## src/rtl/loader_sync_fifo_pkg.sv

```systemverilog
// Shared types and defaults for the ioctl-to-SDRAM loader FIFO bridge.
package loader_pkg;

    localparam int LOADER_AW    = 25;
    localparam int LOADER_DEPTH = 8;
    localparam int PTR_W        = $clog2(LOADER_DEPTH);

    typedef struct packed {
        logic [LOADER_AW-1:0] addr;
        logic [7:0]           data;
    } loader_entry_t;

endpackage

```

## src/rtl/loader_sync_fifo_if.sv

```systemverilog
// ioctl download port plus the loader write path and status, as seen by the bridge.
interface loader_sync_fifo_if
    import loader_pkg::*;
#(
    parameter int AW    = LOADER_AW,
    parameter int DEPTH = LOADER_DEPTH
) ();

    logic                     ioctl_download;
    logic                     ioctl_wr;
    logic [AW-1:0]            ioctl_addr;
    logic [7:0]               ioctl_dout;
    logic                     mem_sync;
    logic                     loader_we;
    logic [AW-1:0]            loader_addr;
    logic [7:0]               loader_data;
    logic                     loader_active;
    logic                     overflow;
    logic [$clog2(DEPTH):0]   level;

    modport master (
        output ioctl_download, ioctl_wr, ioctl_addr, ioctl_dout, mem_sync,
        input  loader_we, loader_addr, loader_data, loader_active, overflow, level
    );

    modport slave (
        input  ioctl_download, ioctl_wr, ioctl_addr, ioctl_dout, mem_sync,
        output loader_we, loader_addr, loader_data, loader_active, overflow, level
    );

endinterface

```

## src/rtl/loader_sync_fifo_sync_fifo.sv

```systemverilog
// Generic single-clock FIFO; head is visible on dout_o whenever empty_o is low.
module sync_fifo
    import loader_pkg::*;
#(
    parameter int WIDTH = 8,
    parameter int DEPTH = LOADER_DEPTH
) (
    input  logic                     clk,
    input  logic                     reset,
    input  logic                     push_i,
    input  logic                     pop_i,
    input  logic [WIDTH-1:0]         din_i,
    output logic [WIDTH-1:0]         dout_o,
    output logic                     full_o,
    output logic                     empty_o,
    output logic [$clog2(DEPTH):0]   level_o
);

    localparam int IW = $clog2(DEPTH);

    logic [WIDTH-1:0] mem_q [DEPTH];
    logic [IW:0]      wr_ptr_q, wr_ptr_d;
    logic [IW:0]      rd_ptr_q, rd_ptr_d;
    logic             push_ok;
    logic             pop_ok;

    // Extra pointer MSB separates full (MSBs differ) from empty (pointers equal).
    assign empty_o = (wr_ptr_q == rd_ptr_q);
    assign full_o  = (wr_ptr_q[IW] != rd_ptr_q[IW]) &&
                     (wr_ptr_q[IW-1:0] == rd_ptr_q[IW-1:0]);
    assign level_o = wr_ptr_q - rd_ptr_q;
    assign dout_o  = mem_q[rd_ptr_q[IW-1:0]];

    assign pop_ok  = pop_i && !empty_o;
    assign push_ok = push_i && (!full_o || pop_ok);

    always_comb begin
        wr_ptr_d = wr_ptr_q;
        rd_ptr_d = rd_ptr_q;
        if (push_ok) wr_ptr_d = wr_ptr_q + 1'b1;
        if (pop_ok)  rd_ptr_d = rd_ptr_q + 1'b1;
    end

    always_ff @(posedge clk) begin
        if (reset) begin
            wr_ptr_q <= '0;
            rd_ptr_q <= '0;
        end else begin
            wr_ptr_q <= wr_ptr_d;
            rd_ptr_q <= rd_ptr_d;
        end
    end

    always_ff @(posedge clk) begin
        if (push_ok) mem_q[wr_ptr_q[IW-1:0]] <= din_i;
    end

endmodule

```

## src/rtl/loader_sync_fifo.sv

```systemverilog
// Queues ioctl byte writes and replays one SDRAM write per mem_sync slot; keeps
// loader_active high until the queue has drained and the last write was presented.
module loader_sync_fifo
    import loader_pkg::*;
#(
    parameter int            AW          = LOADER_AW,
    parameter int            DEPTH       = LOADER_DEPTH,
    parameter logic [AW-1:0] ADDR_OFFSET = '0
) (
    input  logic                clk_32m,
    input  logic                reset,
    loader_sync_fifo_if.slave   bus
);

    typedef struct packed {
        logic [AW-1:0] addr;
        logic [7:0]    data;
    } entry_t;

    entry_t        push_entry;
    entry_t        head;
    logic          full;
    logic          empty;
    logic          pop;
    logic          drop;

    logic          we_q,   we_d;
    logic [AW-1:0] addr_q, addr_d;
    logic [7:0]    data_q, data_d;
    logic          ovf_q,  ovf_d;
    logic          dl_q;

    // Offset add wraps naturally at AW bits.
    assign push_entry.addr = bus.ioctl_addr + ADDR_OFFSET;
    assign push_entry.data = bus.ioctl_dout;

    assign pop  = bus.mem_sync && !empty;
    assign drop = bus.ioctl_wr && full && !pop;

    sync_fifo #(
        .WIDTH ($bits(entry_t)),
        .DEPTH (DEPTH)
    ) u_fifo (
        .clk     (clk_32m),
        .reset   (reset),
        .push_i  (bus.ioctl_wr),
        .pop_i   (pop),
        .din_i   (push_entry),
        .dout_o  (head),
        .full_o  (full),
        .empty_o (empty),
        .level_o (bus.level)
    );

    always_comb begin
        we_d   = we_q;
        addr_d = addr_q;
        data_d = data_q;
        ovf_d  = ovf_q;
        if (bus.mem_sync) begin
            we_d = !empty;
            if (!empty) begin
                addr_d = head.addr;
                data_d = head.data;
            end
        end
        // A drop coinciding with a new download still gets flagged.
        if (bus.ioctl_download && !dl_q) ovf_d = 1'b0;
        if (drop)                        ovf_d = 1'b1;
    end

    always_ff @(posedge clk_32m) begin
        if (reset) begin
            we_q   <= 1'b0;
            addr_q <= '0;
            data_q <= '0;
            ovf_q  <= 1'b0;
            dl_q   <= 1'b0;
        end else begin
            we_q   <= we_d;
            addr_q <= addr_d;
            data_q <= data_d;
            ovf_q  <= ovf_d;
            dl_q   <= bus.ioctl_download;
        end
    end

    assign bus.loader_we     = we_q;
    assign bus.loader_addr   = addr_q;
    assign bus.loader_data   = data_q;
    assign bus.overflow      = ovf_q;
    assign bus.loader_active = bus.ioctl_download || !empty || we_q;

endmodule

```

## src/flat_wrapper.sv

```systemverilog
// flat-port wrapper written by rule: the top's interface ports become plain ports
module loader_sync_fifo_flat import loader_pkg::*;
#(
    parameter int            AW          = LOADER_AW,
    parameter int            DEPTH       = LOADER_DEPTH,
    parameter logic [AW-1:0] ADDR_OFFSET = '0
)
  (clk_32m, reset, bus_ioctl_download, bus_ioctl_wr, bus_ioctl_addr, bus_ioctl_dout, bus_mem_sync, bus_loader_we, bus_loader_addr, bus_loader_data, bus_loader_active, bus_overflow, bus_level);
  loader_sync_fifo_if #(.AW(AW), .DEPTH(DEPTH)) bus_i ();
  input  logic clk_32m;
  input  logic reset;
  input wire logic [$bits(bus_i.ioctl_download)-1:0] bus_ioctl_download;
  input wire logic [$bits(bus_i.ioctl_wr)-1:0] bus_ioctl_wr;
  input wire logic [$bits(bus_i.ioctl_addr)-1:0] bus_ioctl_addr;
  input wire logic [$bits(bus_i.ioctl_dout)-1:0] bus_ioctl_dout;
  input wire logic [$bits(bus_i.mem_sync)-1:0] bus_mem_sync;
  output wire logic [$bits(bus_i.loader_we)-1:0] bus_loader_we;
  output wire logic [$bits(bus_i.loader_addr)-1:0] bus_loader_addr;
  output wire logic [$bits(bus_i.loader_data)-1:0] bus_loader_data;
  output wire logic [$bits(bus_i.loader_active)-1:0] bus_loader_active;
  output wire logic [$bits(bus_i.overflow)-1:0] bus_overflow;
  output wire logic [$bits(bus_i.level)-1:0] bus_level;
  assign bus_i.ioctl_download = bus_ioctl_download;
  assign bus_i.ioctl_wr = bus_ioctl_wr;
  assign bus_i.ioctl_addr = bus_ioctl_addr;
  assign bus_i.ioctl_dout = bus_ioctl_dout;
  assign bus_i.mem_sync = bus_mem_sync;
  assign bus_loader_we = bus_i.loader_we;
  assign bus_loader_addr = bus_i.loader_addr;
  assign bus_loader_data = bus_i.loader_data;
  assign bus_loader_active = bus_i.loader_active;
  assign bus_overflow = bus_i.overflow;
  assign bus_level = bus_i.level;
  loader_sync_fifo #(.AW(AW), .DEPTH(DEPTH), .ADDR_OFFSET(ADDR_OFFSET)) u_core (.clk_32m(clk_32m), .reset(reset), .bus(bus_i));
endmodule
```

## config.mk

```make
export PLATFORM = sky130hd
export DESIGN_NAME = loader_sync_fifo_flat
export DESIGN_NICKNAME = d
export VERILOG_FILES = /design/src/rtl/loader_sync_fifo_pkg.sv /design/src/rtl/loader_sync_fifo_if.sv /design/src/rtl/loader_sync_fifo_sync_fifo.sv /design/src/rtl/loader_sync_fifo.sv /design/src/flat_wrapper.sv
export SDC_FILE = /design/constraint.sdc
export NUM_CORES = 1
export LEC_CHECK = 0
export CAP_MARGIN = 20
export CORE_AREA = 4 4 219 136
export DETAILED_ROUTE_END_ITERATION = 8
export DIE_AREA = 0 0 223 140
export SYNTH_ARGS = -nofsm -noshare
export SYNTH_HDL_FRONTEND = slang
export SYNTH_SLANG_ARGS = --single-unit
```

## constraint.sdc

```tcl
create_clock -name clk_32m -period 5.2 [get_ports clk_32m]
set_input_delay 1.3 -clock clk_32m [delete_from_list [all_inputs] [get_ports clk_32m]]
set_output_delay 1.3 -clock clk_32m [all_outputs]
set_load 0.005 [all_outputs]
```

==> results of run 1 <==
## final timing paths
check	from	to	slack (ns)	cells after the start
hold / removal	u_core.bus.overflow	u_core.bus.overflow	0.48	2
setup reg to reg	u_core.u_fifo.rd_ptr_q[1]	u_core.u_fifo.mem_q[6][0]	2.15	6
setup / recovery	u_core.u_fifo.rd_ptr_q[1]	bus_loader_active	1.03	5
hold reg to reg	u_core.bus.overflow	u_core.bus.overflow	0.48	2
## metal layers
layer,GRT usage,vias up,part of all wire
met5,0,-,0.0013
met4,0.02690,6,0.015
met3,0.03372,36,0.050
met2,0.2367,135,0.47
met1,0.2136,2935,0.46
li1,-,2505,-
## cells in the mapped netlist, types with 5 or more instances
cell / n / area share
edfxtp_1: 264 / 0.67
mux4_2: 66 / 0.13
dfxtp_1: 44 / 0.075
nor2_1: 42 / 0.013
mux2i_1: 34 / 0.029
a211oi_2: 23 / 0.024
buf_2: 11 / 0.0047
a211oi_1: 10 / 0.0064
clkbuf_1: 10 / 0.0032
inv_1: 8 / 0.0026
a21oi_1: 7 / 0.0030
xnor2_1: 7 / 0.0052
buf_4: 6 / 0.0038
ha_1: 5 / 0.0053
nand2_1: 5 / 0.0016
## worst reg2reg max path: cells and delay by family, from the launching register on
family,cells,cell delay (ns)
buffers and inverters,2,0.48
and+or+nand+nor,2,0.87
DFF,1,0.78
adders and majority gates,1,0.35
AOI/OAI and AO/OA,1,0.24
## through the flow
stage               utilization  setup TNS (ns)
detailed placement       0.4621               0
finish                   0.4933               0
CTS                      0.4933               0
global route             0.4933               0
floorplan                     -          -1.204
global placement         0.4621               0
## flip-flops by register name (all words and copies together) (netlist names)
signal and cells:
u_core.bus.overflow 1, u_core.bus.loader_addr 25, u_core.dl_q 1, u_core.u_fifo.rd_ptr_q 4, u_core.u_fifo.mem_q 264, u_core.bus.loader_data 8, u_core.bus.loader_we 1, u_core.u_fifo.wr_ptr_q 4
## power by group through the flow
stage	Clock, uW	Sequential, uW	Combinational, uW
after floorplan	0	2900	470
after global placement	0	2910	755
after detailed placement	0	2920	762
after CTS	2010	2870	767
after global routing	2110	2880	817
final	1950	2860	749
## placed cells by master (no fill, tap or decap), drive strengths merged
cell type and count:
mux4 66, clkinv 8, and4b 1, or4 1
nor2 42, nand2b 1, clkdlybuf4s50 76, a21o 2
clkinvlp 1, a211oi 33, nand2 5, a21oi 7
and3 1, nand3 3, o21a 1, buf 13
edfxtp 264, clkbuf 44, ha 5, dfxtp 44
nand4 1, xor2 2, inv 9, nor4 2
o211ai 2, nor3 3, xnor2 7, o21ai 3
fa 1, mux2i 34, nand4b 1
## area by class of cell
class,count,share of cell area
multi-input combinational,224,0.2006
timing repair buffer,89,0.06276
tap,375,0.03391
clock buffer,44,0.05941
inverter,8,0.002170
sequential,308,0.6373
clock inverter,10,0.003889
## cell families (layout without fill, tap and decap cells)
| family | Yosys count | count (layout) | synth area share |
|---|---|---|---|
| flops | 308 | 308 | 0.7497 |
| xor+xnor | 9 | 9 | 0.007348 |
| simple gates | 61 | 61 | 0.02247 |
| fa+ha+maj | 6 | 6 | 0.007028 |
| buf+inv | 42 | 151 | 0.01938 |
| mux | 100 | 100 | 0.1555 |
| compound gates | 48 | 48 | 0.03865 |
==> reports/qor.yml, run 1 <==
run_status:
  status: "complete, no violations"
sta:
  timing.final.ws_setup_ns: 1.033
  rsz0062_at_grt: "false"
  finalCritPeriodShare: 0.8014
  slew_violations: 0
  worst_slew_pin_slew_ns: 1.007
  hold_viol: 0
  max_freq_mhz: 240.0
  fin_crit_ns: 4.167
  skew_ns: 0.009380
  setup_viol: 0
  hold_ws_ns: 0.4828
  relSlewSlack: 0.3284
cells_and_area:
  fillers: 2266
  fin_cells: 1058
  drive_above_1_share: 0.2299
  syn_to_final_growth_pct: 17.75
  nets: 704
  diodes: 0
  stdcell_area_um2: 13840
  ff_latch_area_um2: 8817
  multi_input_area_um2: 2775
clocking:
  cts_tree: "built"
  path_clk_slew_ns: 0.06
  htree_levels: 1
  cts_buffers: 29
  clockBufferDepth: 3
  cts-resized-gates: 0
  cts.sinks: 308
  cts-root-buf: "clkbuf_16"
  clk_latency_ns: 0.55
  cts_setup_buffers: 0
  cts_hold_buf: 0
pwr:
  pwr-share-comb: 0.135
  pwr-share-clk: 0.351
  swShare: 0.2331
  leakagePower_uw: 0.004258
  seqPwrFrac: 0.515
  ir_worst_vdd_uv: 220.3
  power.density_nw_per_um2: 402.1
  internal_power_uw: 4267
  power_switching_uw: 1297
  finalPower_uw: 5564
worst_setup_path:
  cp_max_fo: 33
  path_class: "reg2out"
  timing.critical_path.buf_inv: 2
  crit_path_end_kind: "output port"
  crit_family: "flip-flops"
  cp_cell_sequence: "inv_1 -> ha_1 -> nand3_1 -> or4_1 -> clkdlybuf4s50_1"
  cp.required_ns: 3.90
  critPathSlowestCell: "dfxtp_4"
  critPathMaxStageDelay_ns: 0.78
  worstPathArrival_ns: 2.87
  startpoint_type: "flip-flop"
yosys:
  synth_nets: 618
  synth_edf_count: 264
  ys.flop_type: "edfxtp_1"
  ys_seq_area_frac: 0.7497
  synth_cell_type_count: 35
  ys_ff_latch: 308
  synth_warnings: 0
  syn_area_um2: 11750
  syn_avg_cell_area_um2: 20.47
  async_reset_ff_frac: 0
  syn_inst: 574
detailed_routing:
  num_vias: 5617
  wl_per_cell_um: 21.90
  final_antenna_net_count: 0
  drt-vias-per-instance: 5.309
  drtIter0Drc: 383
  drc: 0
  dr.pass1.iters: 4
  routed_wl_um: 23170
global_routing:
  grt_pass1_wl_um: 35650
  grt_pass1_vias: 5825
  overflow: 0
  antenna_found_initial: 3
  grt_start_max_net_pins: 71
  grt_usage: 0.1480
floorplan:
  ios: 78
  fp.dieW_um: 223
  num_rows: 48
  coreArea_um2: 28050
  initial_core_util: 0.4189
  die_h_um: 140
  dieArea_um2: 31220
placement:
  gp_congestion: 0.6888
  dp_hpwl_um: 12610
  numPortBuffers: 77
  place_inst: 1004
  dpl_cell_area_um2: 12960
  post-place-ws_ns: 1.213
run:
  maxCapViolCount: 0
worst_hold_path:
  hp-class: "reg2reg"
Power figures use the tool's default switching activity.
==> run 2, diff against run 1 <==
==> constraint.sdc (replaced) <==
create_clock -name clk_32m -period 3.85 [get_ports clk_32m]
set_input_delay 0.9625 -clock clk_32m [delete_from_list [all_inputs] [get_ports clk_32m]]
set_output_delay 0.9625 -clock clk_32m [all_outputs]
set_load 0.005 [all_outputs]
==> reports/qor.yml, run 2 (same netlist as run 1, synthesis figures left out) <==
run_status:
  status: "complete, no violations"
sta:
  rsz0062_at_grt: "false"
  finalCritPeriodShare: 0.9282
  fin_crit_ns: 3.574
  hold_ws_ns: 0.4981  # +0.01529 ns
  timing.final.ws_setup_ns: 0.2763  # -0.7562 ns
  worst_slew_pin_slew_ns: 1.011  # +0.003937 ns
  hold_viol: 0  # unchanged
  relSlewSlack: 0.3258  # -0.002624
  slew_violations: 0  # unchanged
  max_freq_mhz: 279.8
  setup_viol: 0  # unchanged
  skew_ns: 0.008133  # -0.001246 ns
clocking:
  htree_levels: 1  # unchanged
  cts-resized-gates: 0  # unchanged
  clockBufferDepth: 3  # unchanged
  cts_buffers: 28  # -3.4%
  cts.sinks: 308  # unchanged
  path_clk_slew_ns: 0.06  # about the same
  cts-root-buf: "clkbuf_16"
  cts_tree: "built"
  clk_latency_ns: 0.54  # about the same
  cts_hold_buf: 0  # unchanged
  cts_setup_buffers: 0  # unchanged
worst_setup_path:
  crit_family: "buffers and inverters"
  critPathMaxStageDelay_ns: 0.50  # -0.28 ns
  cp_cell_sequence: "inv_1 -> ha_1 -> nand3_1 -> or4_1 -> clkdlybuf4s50_1"
  cp_max_fo: 6  # -82%
  path_class: "reg2out"
  cp.required_ns: 2.89  # -1.01 ns
  worstPathArrival_ns: 2.61  # -0.26 ns
  crit_path_end_kind: "output port"
  critPathSlowestCell: "dfxtp_1"
  startpoint_type: "flip-flop"
  timing.critical_path.buf_inv: 2  # unchanged
floorplan:
  dieArea_um2: 31220  # unchanged
  coreArea_um2: 28050  # unchanged
  initial_core_util: 0.4189  # unchanged
  ios: 78  # unchanged
  num_rows: 48  # unchanged
  die_h_um: 140  # unchanged
  fp.dieW_um: 223  # unchanged
cells_and_area:
  largest_reg_flops: 264  # unchanged
  diodes: 0  # unchanged
  fin_cells: 1060  # +0.19%
  syn_to_final_growth_pct: 18.67
  final_cell_mix: "264 x edfxtp_1, 76 x clkdlybuf4s50_1, 66 x mux4_2"
  nets: 709  # +0.71%
  stdcell_area_um2: 13940  # +0.78%
  post-route-util: 0.4971  # +0.003837
  layout_commonest_cell: "edfxtp_1"
  drive_above_1_share: 0.2350  # +0.005168
pwr:
  leakagePower_uw: 0.004309  # +1.2%
  pwr-share-comb: 0.135  # about the same
  power_switching_uw: 1742  # +34%
  swShare: 0.2270  # -0.006183
  ir_worst_vdd_uv: 326.4  # +48%
  seqPwrFrac: 0.502  # -0.013
  pwr-share-clk: 0.363  # +0.012
  power.density_nw_per_um2: 550.6  # +37%
  internal_power_uw: 5935  # +39%
placement:
  post-place-ws_ns: 0.5374  # -0.6758 ns
  dpl_cell_area_um2: 13020  # +0.49%
  numPortBuffers: 77  # unchanged
  dp_hpwl_um: 12730  # +0.97%
  gp_congestion: 0.7772  # +13%
  place_inst: 1010  # +0.60%
detailed_routing:
  dr_wl_met2_um: 10750  # -1.7%
  final_antenna_net_count: 0  # unchanged
  routed_wl_um: 22730  # -1.9%
  wl_per_cell_um: 21.45  # -2.1%
  drc: 0  # unchanged
  drt-vias-per-instance: 5.257  # -0.99%
  highest_layer: "met5"
  m1WireLength_um: 10340  # -3.4%
  num_vias: 5572  # -0.80%
  dr_wl_met3_um: 1156  # -0.34%
  dr.pass1.iters: 5  # +1
  drtIter0Drc: 425  # +11%
global_routing:
  grt_start_max_net_pins: 71  # unchanged
  antenna_found_initial: 2  # -1
  grt_pass1_wl_um: 35420  # -0.64%
  grt_usage: 0.1472  # -0.0007879
  grt_pass1_vias: 5890  # +1.1%
  overflow: 0  # unchanged
worst_hold_path:
  hp-class: "reg2reg"
run:
  maxCapViolCount: 0  # unchanged
-- run 2: path summary, 6_finish.rpt --
path	start	endpoint	slack [ns]	depth (start not counted)
max	u_core.u_fifo.wr_ptr_q[0]	bus_loader_active	0.28	5
min	u_core.bus.overflow	u_core.bus.overflow	0.50	2
max reg2reg	u_core.u_fifo.rd_ptr_q[1]	u_core.bus.loader_addr[7]	1.08	5
min reg2reg	u_core.bus.overflow	u_core.bus.overflow	0.50	2
-- run 2: stage by stage --
stage | power (uW) | TNS, ns
floorplan | 4556 | -115.49
CTS | 7778 | 0
detailed placement | 4980 | 0
finish | 7677 | 0
global route | 8017 | 0
global placement | 4961 | 0
-- run 2: final cells by class --
cell class              count  area [um^2]
fillers                  2206        14100
multi-input cells         224         2781
inverters                   8        30.03
clock buffers              33        740.7
flip-flops and latches    308         8817
clock inverters            17        178.9
repair buffers             95        925.9
well taps                 375        469.2
-- run 2: per-layer routing --
layer	GRT usage	vias to the layer above
met5	0	-
li1	-	2515
met3	0.03812	41
met2	0.2375	127
met1	0.2041	2885
met4	0.03436	4
-- run 2: power groups by stage --
stage	logic [uW]	clock network (uW)	registers, uW
floorplan	635	0	3920
global placement	1050	0	3910
CTS	1060	2860	3850
global route	1140	3010	3870
detailed placement	1060	0	3920
finish	1040	2790	3850
-- run 2: worst register-to-register path, delay by kind of cell, from the launching register on --
family / cells / cell delay, ns
AO/OA/AOI/OAI: 1 / 0.11
buffers and inverters: 2 / 1.25
flip-flops: 1 / 0.36
multiplexers: 2 / 0.93
==> run 3, diff against run 2 <==
--- a/config.mk
+++ b/config.mk
@@ -5,10 +5,11 @@
 export SDC_FILE = /design/constraint.sdc
 export NUM_CORES = 1
 export LEC_CHECK = 0
+export ABC_AREA = 1
 export CAP_MARGIN = 20
-export CORE_AREA = 4 4 219 136
+export CORE_AREA = 4 4 232 143
 export DETAILED_ROUTE_END_ITERATION = 8
-export DIE_AREA = 0 0 223 140
+export DIE_AREA = 0 0 236 147
 export SYNTH_ARGS = -nofsm -noshare
 export SYNTH_HDL_FRONTEND = slang
 export SYNTH_SLANG_ARGS = --single-unit
==> reports/qor.yml, run 3 <==
run_status:
  status: "complete, no violations"
yosys:
  async_reset_ff_frac: 0  # unchanged
  synth_most_common_cell: "nand2_1"
  synth_top_area_cell: "edfxtp_1"
  ys.flop_type: "edfxtp_1"
  ys_top_cells_by_area: "edfxtp_1 60%, nand2_1 11%, inv_1 7.9%, nand3_1 7.6%, dfxtp_1 6.7%"
  synth_warnings: 0  # unchanged
  synth_cell_type_count: 26  # -26%
  synth_edf_count: 264  # unchanged
  syn_inst: 1326  # +130%
  synthTopCellsByCount: "392 x nand2_1, 279 x inv_1, 264 x edfxtp_1, 200 x nand3_1, 44 x dfxtp_1"
  syn_area_um2: 13190  # +12%
  synth_nets: 1370  # +120%
  synth_top_area_frac: 0.6011  # -0.07361
  syn_avg_cell_area_um2: 9.946  # -51%
  ys_seq_area_frac: 0.6679  # -0.08179
  ys_ff_latch: 308  # unchanged
detailed_routing:
  drc: 0  # unchanged
  routed_wl_um: 29070  # +28%
  wl_per_cell_um: 15.88  # -26%
  drtIter0Drc: 782  # +84%
  num_vias: 8454  # +52%
  drt-vias-per-instance: 4.617  # -12%
  dr.pass1.iters: 5  # unchanged
  final_antenna_net_count: 0  # unchanged
sta:
  finalCritPeriodShare: 0.8966  # -0.03162
  skew_ns: 0.01113  # +0.003000 ns
  relSlewSlack: 0.4626  # +0.1368
  timing.final.ws_setup_ns: 0.3980  # +0.1217 ns
  setup_tns_ns: 0  # unchanged
  fin_crit_ns: 3.452  # -0.1217 ns
  slew_violations: 0  # unchanged
  setup_viol: 0  # unchanged
  rsz0062_at_grt: "false"
  max_freq_mhz: 289.7  # +3.5%
  hold_viol: 0  # unchanged
  worst_slew_pin_slew_ns: 0.8061  # -0.2052 ns
placement:
  place_inst: 1778  # +76%
  numPortBuffers: 77  # unchanged
  gp_congestion: 0.7404  # -4.7%
  post-place-ws_ns: 0.6916  # +0.1542 ns
  dp_hpwl_um: 16040  # +26%
cells_and_area:
  nets: 1437  # +100%
  diodes: 0  # unchanged
  fin_cells: 1831  # +73%
  post-route-util: 0.4954  # -0.001751
  final_cell_mix: "392 x nand2_1, 279 x inv_1, 264 x edfxtp_1"
  syn_to_final_growth_pct: 16.32
  layout_commonest_cell: "nand2_1"
  drive_above_1_share: 0.06855  # -0.1665
  largest_reg_flops: 264  # unchanged
clocking:
  cts_tree: "built"
  cts_hold_buf: 0  # unchanged
  cts_setup_buffers: 0  # unchanged
  path_clk_slew_ns: 0.06  # about the same
  cts-root-buf: "clkbuf_16"
  htree_levels: 1  # unchanged
  clockBufferDepth: 3  # unchanged
  cts-resized-gates: 0  # unchanged
  cts.sinks: 308  # unchanged
  clk_latency_ns: 0.55  # about the same
  cts_buffers: 29  # +3.6%
worst_setup_path:
  r2r_cells: 8  # +3
  cp_max_fo: 9  # +3
  path_class: "reg2out"
  startpoint_type: "flip-flop"
  cp.required_ns: 2.89  # about the same
  crit_path_end_kind: "output port"
  worstPathArrival_ns: 2.49  # -0.12 ns
worst_hold_path:
  hold_path_depth: 2  # unchanged
  hp-class: "reg2reg"
pwr:
  power.density_nw_per_um2: 517.0  # -6.1%
  seqPwrFrac: 0.482  # -0.020
  pwr-share-clk: 0.346  # -0.017
  swShare: 0.2654  # +0.03848
  ir_worst_vdd_uv: 288.1  # -12%
  leakagePower_uw: 0.006567  # +52%
  internal_power_uw: 5827  # -1.8%
  power_switching_uw: 2105  # +21%
  finalPower_uw: 7932  # +3.3%
  pwr-share-comb: 0.172  # +0.037
floorplan:
  dieArea_um2: 34690  # +11%
  coreArea_um2: 30970  # +10%
  num_rows: 50  # +4.2%
  die_h_um: 147  # +5.0%
  fp.dieW_um: 236  # +5.8%
  ios: 78  # unchanged
  initial_core_util: 0.4259  # +0.006957
global_routing:
  antenna_found_initial: 0  # -2
  grt_pass1_wl_um: 46000  # +30%
  grt_start_max_net_pins: 137  # +93%
  grt_pass1_vias: 8068  # +37%
  grt_usage: 0.1662  # +0.01899
  overflow: 0  # unchanged
run:
  maxCapViolCount: 0  # unchanged
-- run 3: changes by cell type in the layout (fill, tap and decap cells not counted), sizes merged, moves of 28 or more --
cell and change:
a21oi +35, nand2 +390, a211oi -33, nand3 +197, mux4 -66, inv +276, nor2 -28, mux2i -34
-- run 3: area by class of cell --
type | count | area [um^2]
clock buffer | 47 | 884.6
clock inverter | 6 | 30.03
fill | 2734 | 15630
inverter | 287 | 1079
multi-input combinational | 670 | 3043
sequential | 308 | 8813
tap | 416 | 520.5
timing repair buffer | 97 | 970.9
-- run 3: critical path, cell delays in order, from the launching register on --
cell             delay [ns]
dfxtp_1                0.53
inv_1                  0.11
ha_1                   0.24
fa_1                   0.38
xnor2_1                0.16
clkdlybuf4s50_1        0.52
-- run 3: kinds of logic (layout without fill, tap and decap cells) --
family                   count (synthesis)  count (layout)  share of synthesized area
AO/OA/AOI/OAI                           47              47                    0.02239
XOR/XNOR                                 4               4                   0.002657
adder cells (fa/ha/maj)                  6               6                   0.006261
buffers and inverters                  348             437                     0.1054
flip-flops                             308             308                     0.6679
AND/OR/NAND/NOR                        613             613                     0.1954
-- run 3: routing by layer --
| layer | global-route usage | share of wire | up-vias |
|---|---|---|---|
| met5 | 0 | 0 | - |
| met4 | 0.02963 | 0.015 | 0 |
| met3 | 0.02964 | 0.062 | 35 |
| met2 | 0.2481 | 0.42 | 217 |
| met1 | 0.2577 | 0.50 | 3858 |
| li1 | - | - | 4344 |
-- run 3: worst paths after layout --
kind / from / endpoint / slack, ns
worst max-delay path: u_core.u_fifo.wr_ptr_q[0] / bus_level[2] / 0.40
worst min-delay path: u_core.bus.overflow / u_core.bus.overflow / 0.49
worst max register to register: u_core.u_fifo.wr_ptr_q[0] / u_core.u_fifo.mem_q[4][23] / 1.20
worst min register to register: u_core.bus.overflow / u_core.bus.overflow / 0.49
-- run 3: power by group through the flow --
stage / logic [uW] / registers [uW] / clock network, uW
2_1_floorplan: 850 / 3890 / 0
3_5_place_dp: 1380 / 3890 / 0
4_1_cts: 1390 / 3820 / 2810
6_report: 1370 / 3820 / 2750
3_3_place_gp: 1370 / 3890 / 0
5_1_grt: 1540 / 3830 / 2950
-- run 3: metrics by stage --
step / hold WS [ns] / cell area, um^2
3_5_place_dp: 0.4839 / 14430
4_1_cts: 0.4929 / 15340
2_1_floorplan: 0.4701 / 13190
3_3_place_gp: 0.4773 / 14430
5_1_grt: 0.5043 / 15340
6_report: 0.4851 / 15340
